## src/rtl/uart_rx_fifo.sv

```systemverilog
// UART receiver: 2-flop input synchroniser, mid-bit sampling deframer (8N1)
// and a first-word-fall-through byte FIFO with full/empty/overrun status.
module uart_rx_fifo #(
  parameter int CLKS_PER_BIT = 16,
  parameter int DEPTH        = 8,
  parameter int DATA_W       = 8
) (
  input  logic                     clk,
  input  logic                     rst,
  input  logic                     rx,
  input  logic                     rd_en,
  input  logic                     clr_err,
  output logic [DATA_W-1:0]        rd_data,
  output logic                     Rxff,
  output logic                     Fe,
  output logic                     done_r,
  output logic                     frame_err,
  output logic                     overrun,
  output logic [$clog2(DEPTH):0]   count
);

  localparam int TW = $clog2(CLKS_PER_BIT);
  localparam int IW = $clog2(DATA_W);
  localparam int AW = $clog2(DEPTH);
  localparam int CW = AW + 1;
  localparam logic [TW-1:0] HALF_LAST = TW'(CLKS_PER_BIT / 2 - 1);
  localparam logic [TW-1:0] BIT_LAST  = TW'(CLKS_PER_BIT - 1);
  localparam logic [IW-1:0] IDX_LAST  = IW'(DATA_W - 1);

  typedef enum logic [2:0] {
    S_IDLE, S_START, S_DATA, S_STOP, S_WAIT_IDLE
  } state_e;

  state_e              state_q, state_d;
  logic                rx_meta_q, rx_s_q;
  logic [TW-1:0]       timer_q, timer_d;
  logic [IW-1:0]       idx_q, idx_d;
  logic [DATA_W-1:0]   shift_q, shift_d;
  logic                push, ferr_d;

  logic [DATA_W-1:0]   mem [DEPTH];
  logic [AW-1:0]       wr_ptr_q, rd_ptr_q;
  logic [CW-1:0]       count_q, count_d;
  logic                done_q, frame_err_q, overrun_q;
  logic                full, empty, pop, wr, ovf_set;

  always_ff @(posedge clk or negedge rst) begin
    if (!rst) begin
      rx_meta_q <= 1'b1;
      rx_s_q    <= 1'b1;
    end else begin
      rx_meta_q <= rx;
      rx_s_q    <= rx_meta_q;
    end
  end

  always_ff @(posedge clk or negedge rst) begin
    if (!rst) begin
      state_q     <= S_IDLE;
      timer_q     <= '0;
      idx_q       <= '0;
      shift_q     <= '0;
      frame_err_q <= 1'b0;
    end else begin
      state_q     <= state_d;
      timer_q     <= timer_d;
      idx_q       <= idx_d;
      shift_q     <= shift_d;
      frame_err_q <= ferr_d;
    end
  end

  always_comb begin
    state_d = state_q;
    timer_d = timer_q;
    idx_d   = idx_q;
    shift_d = shift_q;
    push    = 1'b0;
    ferr_d  = 1'b0;
    case (state_q)
      S_IDLE: begin
        timer_d = '0;
        idx_d   = '0;
        if (!rx_s_q) state_d = S_START;
      end
      S_START: begin
        // Re-check the line half a bit in; a high level here was only a glitch.
        if (timer_q == HALF_LAST) begin
          timer_d = '0;
          state_d = rx_s_q ? S_IDLE : S_DATA;
        end else begin
          timer_d = timer_q + TW'(1);
        end
      end
      S_DATA: begin
        if (timer_q == BIT_LAST) begin
          timer_d        = '0;
          shift_d[idx_q] = rx_s_q;
          if (idx_q == IDX_LAST) state_d = S_STOP;
          else                   idx_d   = idx_q + IW'(1);
        end else begin
          timer_d = timer_q + TW'(1);
        end
      end
      S_STOP: begin
        if (timer_q == BIT_LAST) begin
          timer_d = '0;
          if (rx_s_q) begin
            push    = 1'b1;
            state_d = S_IDLE;
          end else begin
            ferr_d  = 1'b1;
            state_d = S_WAIT_IDLE;
          end
        end else begin
          timer_d = timer_q + TW'(1);
        end
      end
      S_WAIT_IDLE: begin
        if (rx_s_q) state_d = S_IDLE;
      end
      default: state_d = S_IDLE;
    endcase
  end

  assign full    = (count_q == CW'(DEPTH));
  assign empty   = (count_q == '0);
  assign pop     = rd_en & ~empty;
  // A pop in the same cycle frees the slot, so a full FIFO can still accept.
  assign wr      = push & (~full | pop);
  assign ovf_set = push & full & ~pop;

  always_ff @(posedge clk) begin
    if (wr) mem[wr_ptr_q] <= shift_q;
  end

  always_comb begin
    count_d = count_q;
    case ({wr, pop})
      2'b10:   count_d = count_q + CW'(1);
      2'b01:   count_d = count_q - CW'(1);
      default: count_d = count_q;
    endcase
  end

  always_ff @(posedge clk or negedge rst) begin
    if (!rst) begin
      wr_ptr_q  <= '0;
      rd_ptr_q  <= '0;
      count_q   <= '0;
      done_q    <= 1'b0;
      overrun_q <= 1'b0;
    end else begin
      if (wr)  wr_ptr_q <= wr_ptr_q + AW'(1);
      if (pop) rd_ptr_q <= rd_ptr_q + AW'(1);
      count_q   <= count_d;
      done_q    <= wr;
      overrun_q <= ovf_set | (overrun_q & ~clr_err);
    end
  end

  assign rd_data   = empty ? '0 : mem[rd_ptr_q];
  assign Rxff      = full;
  assign Fe        = empty;
  assign done_r    = done_q;
  assign frame_err = frame_err_q;
  assign overrun   = overrun_q;
  assign count     = count_q;

endmodule
```

## config.mk

```make
export PLATFORM = sky130hd
export DESIGN_NAME = uart_rx_fifo
export DESIGN_NICKNAME = d
export VERILOG_FILES = /design/src/rtl/uart_rx_fifo.sv
export SDC_FILE = /design/constraint.sdc
export NUM_CORES = 1
export LEC_CHECK = 0
export BUFFER_PORTS_ARGS = -buffer_cell sky130_fd_sc_hd__buf_2
export CAP_MARGIN = 5
export CORE_MARGIN = 10
export CORE_UTILIZATION = 61
export CTS_CLUSTER_DIAMETER = 100
export DETAILED_ROUTE_END_ITERATION = 10
export PLACE_DENSITY = 0.8
export SETUP_SLACK_MARGIN = 0.2
export SYNTH_ARGS = -nofsm -noshare
export SYNTH_HDL_FRONTEND = slang
export SYNTH_SLANG_ARGS = --single-unit
```

## constraint.sdc

```tcl
create_clock -name clk -period 4.33 [get_ports clk]
set_clock_uncertainty 0.15 [all_clocks]
set_input_delay 0.866 -clock clk [delete_from_list [all_inputs] [get_ports clk]]
set_output_delay 0.866 -clock clk [all_outputs]
set_load 0.05 [all_outputs]
```

==> impl_metrics.tcl <==
set metrics [dict create \
    status "finished, final reports clean" \
    worst_r2r_startpoint "count[0]$_DFFE_PN0P_" \
    final_nets 295 \
    drtAntennaViolNets 0 \
    die_y_um 102 \
    tritoncts "done" \
    cts_hold_buf 0 \
    grt_pass1_wl_um 11000 \
    gp_congestion 0.775 \
    setup_viol 0 \
    postCtsSetupBuffers 0 \
    yosysSeqAreaShare_pct 66.3 \
    synth_area_um2 4150 \
    firstDrtPassIters 4 \
    p_leak_uw 0.00171 \
    cts_resized 0 \
    tns_ns 0 \
    ys_warn_count 0 \
    start_kind "flip-flop" \
    synth.avg_cell_area_um2 15.9 \
    finalMaxSlewViolations 0 \
    final_area_um2 4530 \
    p_per_area_nw_per_um2 609 \
    antenna_found_initial 0 \
    drive_gt1_share_pct 26.8 \
    hold_depth 0 \
    relSlewSlack_pct 43.8 \
    clk_latency_ns 0.34 \
    r2r_end "count[2]$_DFFE_PN0P_" \
    final_common_cell "edfxtp_1" \
    cts_root_buf "clkbuf_8" \
    grt_overflow 0 \
    synth-simple-area-share_pct 9.86 \
    synthFlopType "edfxtp_1" \
    postLayoutCoreUtil_pct 69.7 \
    fmax_mhz 297 \
    clkSinkCount 97 \
    holdPathEnd "rx_s_q$_DFF_PN1_" \
    worstPathArrival_ns 2.35 \
    min_from "rx_meta_q$_DFF_PN1_" \
    cts_htree_levels 3 \
    fin_crit_sh_pct 77.8 \
    grt_max_degree 34 \
    worst-r2r-setup-slack_ns 1.39 \
    pin_count 22 \
    dr.first_iter.drc_count 145 \
    rr_worst_depth 9 \
    hp-class "reg2reg" \
    num_vias 2162 \
    die_area_um2 10500 \
    crit_required_ns 3.31 \
    syn_inst 261 \
    drc 0 \
    muxShareOfSynthArea_pct 14.6 \
    rows 29 \
    ys_types 42 \
    post_drt_wl_per_cell_um 18.3 \
    maxCapViolCount 0 \
    irDropWorstVdd_uv 316 \
    synth_adder_area_share_pct 2.41 \
    hold_viol 0 \
    critPathKind "reg2out" \
    end_kind "output port" \
    ys_ff_latch 97 \
    drt_wl_total_um 6660 \
    start_util_pct 63.9 \
    tightest_slew_ns 0.840 \
    synthXorXnorAreaFrac_pct 2.11 \
    cts_buffers 9 \
    viasPerCell 5.94 \
    critPathMaxFanout 11 \
    synth-compound-area-share_pct 2.87 \
    synth_top_family_by_area "multiplexers" \
    io_buffers 21 \
    synth_edf_count 64 \
    gr-usage-all-layers_pct 13.9 \
    finalCriticalPeriod_ns 3.37 \
    synthesis.nets 274 \
    antenna_cells 0 \
    coreArea_um2 6490 \
    rsz0062_at_grt "no" \
    placed_area_um2 4310 \
    clockBufferDepth 2 \
    layout_common_cells "edfxtp_1 (64), dfrtp_1 (31), nor2_1 (24), buf_2 (21), mux4_2 (16)" \
    clk_transition_reported_paths_ns 0.09 \
    dieWidth_um 102 \
    syn_to_final_growth_pct 9.17 \
    hold_ws_ns 0.209 \
    first_global_vias 2121 \
    synth-async-reset-ratio_pct 34.0 \
    hpwlAfterDp_um 4630 \
]
==> where the power goes <==
group / leakage (uW) / switching (uW) / internal (uW)
clock: 0.000103 / 290 / 327
combinational: 0.000581 / 523 / 361
sequential: 0.00103 / 201 / 1060
total: 0.00171 / 1010 / 1740
==> per-layer routing <==
layer  vias to the layer above  wire [um]  global-route usage (%)
met5                         -          0                       0
met4                         0         35                    4.01
met3                         7        297                    3.58
met2                        38       3450                    22.7
met1                      1079       2880                    17.8
li1                       1038          -                       -
==> registers in the layout (all words and copies together) (netlist names) <==
register,cells
frame_err,1
state_q,3
count,4
overrun,1
wr_ptr_q,3
rx_meta_q,1
mem,64
done_r,1
timer_q,4
shift_q,8
idx_q,3
rd_ptr_q,3
rx_s_q,1
==> final cells by class <==
class / instances / area [um^2]
clock buffer: 10 / 128
clock inverter: 6 / 92.6
fill: 423 / 1970
inverter: 3 / 11.3
multi-input combinational: 147 / 1320
sequential: 97 / 2750
tap: 77 / 96.3
timing repair buffer: 24 / 128
==> critical path, cell delays in order (launching register included) <==
cell	delay, ns
dfrtp_1	0.75
buf_4	0.32
mux4_2	0.52
mux2i_1	0.14
nor2_1	0.05
buf_2	0.23
==> stage by stage <==
| stage | cells | setup slack, ns | total power (uW) |
|---|---|---|---|
| global route | 364 | 0.752 | 2920 |
| CTS | 364 | 0.904 | 2790 |
| floorplan | 261 | 0.688 | 1990 |
| finish | 364 | 0.962 | 2760 |
| detailed placement | 348 | 1.29 | 2170 |
| global placement | 348 | 1.31 | 2150 |
==> cell usage after synthesis (2+ instances only) <==
master    number  area share, %
mux2i_1       10            2.4
a22o_1         5            1.1
o21ai_0        4           0.48
mux2_2        12            3.3
nand2_1        8           0.72
xnor2_1        6            1.3
ha_1           8            2.4
edfxtp_1      64             46
xor2_1         4           0.84
mux4_2        16            8.7
buf_2          6           0.72
nand3b_1       4           0.72
a21oi_1        3           0.36
nand3_1        8           0.97
inv_1          3           0.27
nor3_1         6           0.72
clkbuf_1       5           0.45
dfstp_2        2            1.3
nor4b_1        2           0.42
nand2b_1       3           0.45
nor4_1         3           0.45
nor2_1        24            2.2
a311oi_1       2           0.42
dfrtp_1       31             19
nand4_1        2           0.30
and3_2         2           0.36
buf_1          2           0.18
nor2b_1        2           0.30
==> cells by family (layout without fill, tap and decap cells) <==
logic type                 Yosys count  after routing
muxes                               39             39
AOI/OAI and AO/OA                   17             17
buffers and inverters               17             43
adders and majority gates            8              8
xor gates and xnor gates            10             10
DFF                                 97             97
and+or+nand+nor                     73             73
==> worst max path at each step <==
stage / start / end / slack, ns / cells past startpoint
floorplan: count[1]$_DFFE_PN0P_ / count[2]$_DFFE_PN0P_ / 0.69 / 11
detailed placement: rd_ptr_q[0]$_DFFE_PN0P_ / rd_data[4] / 1.29 / 5
global placement: rd_ptr_q[0]$_DFFE_PN0P_ / rd_data[4] / 1.31 / 5
CTS: rd_ptr_q[0]$_DFFE_PN0P_ / rd_data[0] / 0.90 / 5
finish: rd_ptr_q[0]$_DFFE_PN0P_ / rd_data[4] / 0.96 / 5
global route: rd_ptr_q[0]$_DFFE_PN0P_ / rd_data[2] / 0.75 / 5
Note: power is estimated with default switching activity, not from simulation.
